## src/rtl/axis_daq_pkg.sv

```systemverilog
// Shared types and register field positions for the multi-channel DAQ capture engine.
// Bit positions here must match the ARM-side driver's view of daq_control/daq_status.
package axis_daq_pkg;

    typedef enum logic [2:0] {
        ST_IDLE    = 3'd0,
        ST_PRETRIG = 3'd1,
        ST_ARMED   = 3'd2,
        ST_POST    = 3'd3,
        ST_DONE    = 3'd4
    } daq_state_e;

    localparam int CTRL_EN      = 0;
    localparam int CTRL_EDGE    = 1;
    localparam int CTRL_SW      = 2;
    localparam int CTRL_EXT     = 3;
    localparam int CTRL_CH_LSB  = 4;
    localparam int CTRL_CH_W    = 4;
    localparam int CTRL_THR_LSB = 16;
    localparam int CTRL_THR_W   = 16;

    localparam int STAT_DONE = 0;
    localparam int STAT_TRIG = 1;
    localparam int STAT_BUSY = 2;

    typedef struct packed {
        logic signed [CTRL_THR_W-1:0] thr;
        logic [CTRL_CH_W-1:0]         ch;
        logic                         falling;
        logic                         use_ext;
    } daq_cfg_t;

endpackage

```

## src/rtl/daq_trigger_detect.sv

```systemverilog
// Trigger source evaluation: threshold crossing on one channel, external edge or software.
// trig_o is combinational on the accepted frame so the trigger frame itself is post frame 1.
module daq_trigger_detect
    import axis_daq_pkg::*;
#(
    parameter int NUM_CH           = 2,
    parameter int SAMPLE_W         = 16,
    parameter int AXIS_TDATA_WIDTH = 32
) (
    input  logic                          aclk,
    input  logic                          aresetn,
    input  logic                          armed_i,
    input  logic                          tvalid_i,
    input  logic [AXIS_TDATA_WIDTH-1:0]   tdata_i,
    input  logic [CTRL_CH_W-1:0]          ch_i,
    input  logic signed [CTRL_THR_W-1:0]  thr_i,
    input  logic                          falling_i,
    input  logic                          use_ext_i,
    input  logic                          sw_i,
    input  logic                          trig_ext_i,
    output logic                          trig_o
);
    logic signed [SAMPLE_W-1:0] cur_s;
    logic signed [SAMPLE_W-1:0] prev_q, prev_d;
    logic                       prev_vld_q, prev_vld_d;
    logic                       ext_q;
    logic signed [31:0]         cur_x, prev_x, thr_x;
    logic                       above_cur, above_prev, thr_hit, ext_edge;

    // Out-of-range channel indices fall through to channel 0.
    always_comb begin
        cur_s = tdata_i[SAMPLE_W-1:0];
        for (int k = 1; k < NUM_CH; k++) begin
            if (int'(ch_i) == k) cur_s = tdata_i[k*SAMPLE_W +: SAMPLE_W];
        end
    end

    always_comb begin
        cur_x      = 32'(cur_s);
        prev_x     = 32'(prev_q);
        thr_x      = 32'(thr_i);
        above_cur  = (cur_x >= thr_x);
        above_prev = (prev_x >= thr_x);
        thr_hit    = prev_vld_q & (falling_i ? (above_prev & ~above_cur)
                                             : (~above_prev & above_cur));
        ext_edge   = trig_ext_i & ~ext_q;
        trig_o     = armed_i & tvalid_i & (sw_i | (use_ext_i ? ext_edge : thr_hit));
    end

    // History only counts frames seen while armed, so the first armed frame has no predecessor.
    always_comb begin
        prev_d     = prev_q;
        prev_vld_d = prev_vld_q;
        if (!armed_i) begin
            prev_vld_d = 1'b0;
        end else if (tvalid_i) begin
            prev_d     = cur_s;
            prev_vld_d = 1'b1;
        end
    end

    always_ff @(posedge aclk) begin
        if (!aresetn) begin
            prev_q     <= '0;
            prev_vld_q <= 1'b0;
            ext_q      <= 1'b0;
        end else begin
            prev_q     <= prev_d;
            prev_vld_q <= prev_vld_d;
            ext_q      <= trig_ext_i;
        end
    end

endmodule

```

## src/rtl/axis_daq_trig.sv

```systemverilog
// Multi-channel DAQ capture engine: streams frames into a BRAM ring, stops a programmable
// number of frames after a trigger and reports where the trigger frame landed.
//
//   state   | meaning
//   IDLE    | waiting for enable; configuration latched on the way out
//   PRETRIG | filling the guaranteed pre-trigger history, triggers ignored
//   ARMED   | writing frames and evaluating the trigger on each one
//   POST    | writing the remaining post-trigger frames
//   DONE    | record complete, writes stopped until enable drops
module axis_daq_trig
    import axis_daq_pkg::*;
#(
    parameter int NUM_CH           = 2,
    parameter int SAMPLE_W         = 16,
    parameter int AXIS_TDATA_WIDTH = 32,
    parameter int BRAM_ADDR_WIDTH  = 14,
    parameter int BRAM_DATA_WIDTH  = 32
) (
    input  logic                         aclk,
    input  logic                         aresetn,
    input  logic                         trig_ext_i,
    input  logic [31:0]                  daq_control,
    input  logic [BRAM_ADDR_WIDTH-1:0]   daq_pretrig,
    input  logic [BRAM_ADDR_WIDTH-1:0]   daq_length,
    output logic [31:0]                  daq_status,
    output logic [BRAM_ADDR_WIDTH-1:0]   daq_trig_addr,
    output logic                         s_axis_tready,
    input  logic [AXIS_TDATA_WIDTH-1:0]  s_axis_tdata,
    input  logic                         s_axis_tvalid,
    output logic                         bram_porta_clk,
    output logic [BRAM_ADDR_WIDTH-1:0]   bram_porta_addr,
    output logic [BRAM_DATA_WIDTH-1:0]   bram_porta_wrdata,
    output logic                         bram_porta_we
);
    localparam int          AW      = BRAM_ADDR_WIDTH;
    localparam int          FRAME_W = NUM_CH * SAMPLE_W;
    localparam logic [AW:0] CNT_ONE = {{AW{1'b0}}, 1'b1};

    daq_state_e                 state_q, state_d;
    daq_cfg_t                   cfg_q, cfg_d;
    logic [AW-1:0]              ptr_q, ptr_d;
    logic [AW-1:0]              trig_addr_q, trig_addr_d;
    logic [AW-1:0]              addr_q, addr_d;
    logic [AW:0]                cnt_q, cnt_d;
    logic [AW:0]                post_q, post_d;
    logic                       triggered_q, triggered_d;
    logic                       we_q, we_d;
    logic [BRAM_DATA_WIDTH-1:0] wrdata_q, wrdata_d;
    logic [BRAM_DATA_WIDTH-1:0] frame_data;
    logic [AW:0]                len_eff, pre_ext, pre_clamp;
    logic                       en, busy, accept, armed, trig;
    logic                       unused_ctrl;

    assign unused_ctrl    = ^daq_control[15:8];
    assign s_axis_tready  = 1'b1;
    assign bram_porta_clk = aclk;

    assign en     = daq_control[CTRL_EN];
    assign busy   = (state_q == ST_PRETRIG) || (state_q == ST_ARMED) || (state_q == ST_POST);
    assign accept = en & busy & s_axis_tvalid;
    assign armed  = en & (state_q == ST_ARMED);

    // Length 0 encodes a full ring; pretrig must leave room for at least the trigger frame.
    always_comb begin
        len_eff   = (daq_length == '0) ? {1'b1, {AW{1'b0}}} : {1'b0, daq_length};
        pre_ext   = {1'b0, daq_pretrig};
        pre_clamp = (pre_ext >= len_eff) ? (len_eff - CNT_ONE) : pre_ext;
    end

    always_comb begin
        frame_data              = '0;
        frame_data[FRAME_W-1:0] = s_axis_tdata[FRAME_W-1:0];
    end

    daq_trigger_detect #(
        .NUM_CH           (NUM_CH),
        .SAMPLE_W         (SAMPLE_W),
        .AXIS_TDATA_WIDTH (AXIS_TDATA_WIDTH)
    ) u_trig (
        .aclk       (aclk),
        .aresetn    (aresetn),
        .armed_i    (armed),
        .tvalid_i   (s_axis_tvalid),
        .tdata_i    (s_axis_tdata),
        .ch_i       (cfg_q.ch),
        .thr_i      (cfg_q.thr),
        .falling_i  (cfg_q.falling),
        .use_ext_i  (cfg_q.use_ext),
        .sw_i       (daq_control[CTRL_SW]),
        .trig_ext_i (trig_ext_i),
        .trig_o     (trig)
    );

    always_comb begin
        we_d     = accept;
        addr_d   = accept ? ptr_q : addr_q;
        wrdata_d = accept ? frame_data : wrdata_q;
        ptr_d    = accept ? (ptr_q + 1'b1) : ptr_q;
    end

    always_comb begin
        state_d     = state_q;
        cfg_d       = cfg_q;
        cnt_d       = cnt_q;
        post_d      = post_q;
        trig_addr_d = trig_addr_q;
        triggered_d = triggered_q;
        if (!en) begin
            state_d     = ST_IDLE;
            triggered_d = 1'b0;
        end else begin
            case (state_q)
                ST_IDLE: begin
                    state_d         = ST_PRETRIG;
                    cfg_d.thr       = daq_control[CTRL_THR_LSB +: CTRL_THR_W];
                    cfg_d.ch        = daq_control[CTRL_CH_LSB +: CTRL_CH_W];
                    cfg_d.falling   = daq_control[CTRL_EDGE];
                    cfg_d.use_ext   = daq_control[CTRL_EXT];
                    cnt_d           = pre_clamp;
                    post_d          = len_eff - pre_clamp;
                    triggered_d     = 1'b0;
                end
                ST_PRETRIG: begin
                    if (cnt_q == '0) begin
                        state_d = ST_ARMED;
                    end else if (s_axis_tvalid) begin
                        cnt_d = cnt_q - CNT_ONE;
                        if (cnt_q == CNT_ONE) state_d = ST_ARMED;
                    end
                end
                ST_ARMED: begin
                    if (trig) begin
                        trig_addr_d = ptr_q;
                        triggered_d = 1'b1;
                        cnt_d       = post_q - CNT_ONE;
                        state_d     = (post_q == CNT_ONE) ? ST_DONE : ST_POST;
                    end
                end
                ST_POST: begin
                    if (s_axis_tvalid) begin
                        cnt_d = cnt_q - CNT_ONE;
                        if (cnt_q == CNT_ONE) state_d = ST_DONE;
                    end
                end
                ST_DONE: state_d = ST_DONE;
                default: state_d = ST_IDLE;
            endcase
        end
    end

    always_ff @(posedge aclk) begin
        if (!aresetn) begin
            state_q     <= ST_IDLE;
            cfg_q       <= '0;
            ptr_q       <= '0;
            cnt_q       <= '0;
            post_q      <= '0;
            trig_addr_q <= '0;
            triggered_q <= 1'b0;
            we_q        <= 1'b0;
            addr_q      <= '0;
            wrdata_q    <= '0;
        end else begin
            state_q     <= state_d;
            cfg_q       <= cfg_d;
            ptr_q       <= (state_q == ST_IDLE) ? '0 : ptr_d;
            cnt_q       <= cnt_d;
            post_q      <= post_d;
            trig_addr_q <= trig_addr_d;
            triggered_q <= triggered_d;
            we_q        <= we_d;
            addr_q      <= addr_d;
            wrdata_q    <= wrdata_d;
        end
    end

    always_comb begin
        daq_status            = '0;
        daq_status[STAT_DONE] = (state_q == ST_DONE);
        daq_status[STAT_TRIG] = triggered_q;
        daq_status[STAT_BUSY] = busy;
    end

    assign daq_trig_addr     = trig_addr_q;
    assign bram_porta_addr   = addr_q;
    assign bram_porta_wrdata = wrdata_q;
    assign bram_porta_we     = we_q;

endmodule
```

## config.mk

```make
export PLATFORM = sky130hd
export DESIGN_NAME = axis_daq_trig
export DESIGN_NICKNAME = d
export VERILOG_FILES = /design/src/rtl/axis_daq_pkg.sv /design/src/rtl/daq_trigger_detect.sv /design/src/rtl/axis_daq_trig.sv
export SDC_FILE = /design/constraint.sdc
export NUM_CORES = 1
export LEC_CHECK = 0
export ABC_CLOCK_PERIOD_IN_PS = 6380
export CAP_MARGIN = 20
export CORE_MARGIN = 8
export CORE_UTILIZATION = 52
export CTS_CLUSTER_SIZE = 24
export DETAILED_ROUTE_END_ITERATION = 8
export PLACE_DENSITY = 0.79
export SLEW_MARGIN = 20
export SYNTH_ARGS = -nofsm -noshare
export SYNTH_HDL_FRONTEND = slang
export SYNTH_SLANG_ARGS = --single-unit
```

## constraint.sdc

```tcl
create_clock -name aclk -period 6.38 [get_ports aclk]
set_input_delay 0.638 -clock aclk [delete_from_list [all_inputs] [get_ports aclk]]
set_output_delay 0.638 -clock aclk [all_outputs]
set_load 0.03 [all_outputs]
```

==> metrics.cfg <==
[global_route]
grt_pass1_vias=7719
grt_usage_pct=22.1
grt_overflow=0
grt_start_max_net_pins=70
antenna_found_initial=0
grt_pass1_wl_um=38700

[worst_hold_path]
worst_hold_path_type=flip-flop to flip-flop
min_path_cells=2
min_to=bram_porta_wrdata[16]
worstHoldStart=bram_porta_wrdata[16]

[die]
die_x_um=146
initial_core_util_pct=53.3
coreArea_mm2=0.0166
rows=47
die_area_mm2=0.0214
die_y_um=146
boundaryPins=191

[logic_synthesis]
yosys-top-cells-area=dfxtp_1, nand2_1, ha_1, a21oi_1, xnor2_1
ys.warnings.count=0
synth-seq-area-share_pct=33.8
synth-seq-cells=149
netlist.area_leader.share_pct=33.8
synth_cells=1111
synth.distinct_cells=66
synth_top_area_cell=dfxtp_1
syn_area_per_cell_um2=7.95
synth_edf_count=0
syn_area_mm2=0.00884
synth-main-ff-cell=dfxtp_1
async_reset_ff_share_pct=0

[placement]
place_congestion=0.884
dp_hpwl_um=17800
port-buffer-count=152

[route]
ant_nets=0
drc_errors=0
dr.first_iter.drc_count=446
vias=8056
routed_wl_um=23900
first_pass_iters=5
wl_per_cell_um=16.3
viasPerCell=5.50

[worst_setup_path]
crit_type=primary input to flip-flop
endpoint_kind=flip-flop
reg2reg_slack_ps=1740
start_kind=primary input
reg2reg_from=cfg_q[5]
rr_worst_depth=14
timing.rr.end=cnt_q[11]
arrival_ps=5980
required_ps=6790
path_max_fanout=18

[final_layout]
insertedDiodeCount=0
area_delta_synth_final_pct=24.2
drive_above_1_share_pct=7.32
final_nets=1394
fill_cells=1470

[clock_network]
clk_pin_slew_ps=60
clk_latency_ps=540
cts_tree=built
postCtsHoldBufs=0
cts_resized=0
cts_setup_buffers=0

[sta]
hold_violations=0
slew_headroom_pct=45.1
fin_crit_sh_pct=87.3
setup-tns-final_ps=0
maxClockFrequency_mhz=180
setup_viol=0
fin_skew_ps=10.3
grt_setup_unrepaired=false
slew_violations=0
worstMarginPinSlew_ps=823
post-route-min-period_ps=5570

[power_and_ir_drop]
cellLeakagePower_nw=4.15
p_total_mw=2.73
vdd_drop_max_uv=235
p_seq_share_pct=37.2
power.internal_mw=1.90
power_density_mw_per_mm2=249
switchingPower_uw=836
p_comb_share_pct=23.4
switching_share_pct=30.6
clkPwrFrac_pct=39.4

[flow_run]
maxCapViolCount=0

[status]
outcome=complete, no violations

## worst max path at each step
stage,from,end,slack [ps],depth (start not counted)
floorplan,daq_length[2],post_q[13],1000,23
detailed placement,daq_length[4],post_q[14],290,26
global placement,daq_length[3],post_q[14],400,26
global route,daq_length[4],post_q[14],370,26
CTS,daq_length[4],post_q[14],860,26
finish,daq_length[4],post_q[14],810,26
## kinds of logic (layout without fill, tap and decap cells)
logic type	Yosys count	count (layout)	synth area share, %
buffers and inverters	142	247	8.14
AND/OR/NAND/NOR	423	423	21.5
adder cells (fa/ha/maj)	67	67	9.57
XOR/XNOR	58	58	5.75
flip-flops	149	149	33.8
AO/OA/AOI/OAI	230	230	16.4
multiplexers	40	40	4.80
other	2	30	0.0850
## critical path, cell delays in order
cell,delay [ps]
clkdlybuf4s50_1,510
nor4_2,340
nand3_1,170
or3_1,470
nand2_1,160
inv_1,70
ha_1,270
and3_1,180
a41o_1,230
and3_1,170
o21ai_0,190
buf_4,160
nand2_4,150
o21ai_0,230
ha_1,200
inv_1,50
fa_1,400
a21o_1,180
a21oi_1,290
o21a_1,150
nor3_1,60
nand4_1,110
a31oi_1,130
a31oi_1,220
xor2_1,160
a21oi_1,80
## layout make-up
| cell class | instances | area, um^2 | share of cell area [%] |
|---|---|---|---|
| clock buffers | 24 | 532 | 4.85 |
| clock inverters | 12 | 120 | 1.09 |
| well taps | 220 | 275 | 2.51 |
| multi-input cells | 848 | 5260 | 47.9 |
| flip-flops and latches | 149 | 2980 | 27.2 |
| inverters | 46 | 174 | 1.59 |
| repair buffers | 165 | 1630 | 14.8 |
## Yosys cell counts, types with 11 or more instances
master	count
buf_4	33
dfxtp_1	149
o22a_1	12
a21oi_1	121
nor3_1	39
nand3_1	16
xor2_1	23
xnor2_1	35
mux2i_1	24
mux2_2	15
nor2_1	57
ha_1	66
nor4_1	12
o21ai_0	22
clkbuf_1	56
nand4_1	11
inv_1	45
nand2_1	233
or3_1	11
o21a_1	11
## cells in the final DEF (no fill, tap or decap), types with 13 or more instances in the layout
master / instances
dfxtp_1: 149
nor3_1: 39
clkdlybuf4s50_1: 152
xor2_1: 23
nor2_1: 56
nand3_1: 15
nand2_1: 233
inv_1: 45
buf_4: 13
conb_1: 30
a21oi_1: 121
mux2_2: 15
mux2i_1: 24
clkbuf_16: 20
o21ai_0: 22
ha_1: 66
xnor2_1: 35
## sequential cells by signal, indices dropped and copies added, names as in the netlist
signal             count
bram_porta_wrdata     32
cfg_q                 22
u_trig.prev_q         16
cnt_q                 15
post_q                15
bram_porta_addr       14
daq_trig_addr         14
ptr_q                 14
state_q                3
bram_porta_we          1
triggered_q            1
u_trig.ext_q           1
u_trig.prev_vld_q      1
## per-layer routing
layer,vias up,GRT usage (%),wire (um)
li1,4014,-,-
met5,-,0,0
met4,0,10.0,646
met3,42,4.67,1350
met1,3755,27.8,10700
met2,245,35.6,11200
## power groups by stage
| stage | combinational (mW) | sequential (mW) | clock (mW) |
|---|---|---|---|
| after floorplan | 0.461 | 1.04 | 0.0235 |
| after global placement | 0.619 | 1.03 | 0.0261 |
| after detailed placement | 0.629 | 1.04 | 0.0261 |
| after CTS | 0.634 | 1.02 | 1.09 |
| after global routing | 0.704 | 1.02 | 1.14 |
| final | 0.639 | 1.02 | 1.08 |
## through the flow
step	instance area (um^2)	utilization, %	std cells	hold WS (ps)	worst slack [ps]
after floorplan	8940	-	1139	432	1000
after global placement	10300	62.2	1428	439	401
after detailed placement	10300	62.2	1428	445	286
after CTS	11000	66.0	1463	454	859
after global routing	11000	66.2	1464	467	365
final	11000	66.2	1464	450	811
(Power assumes the default switching activity.)
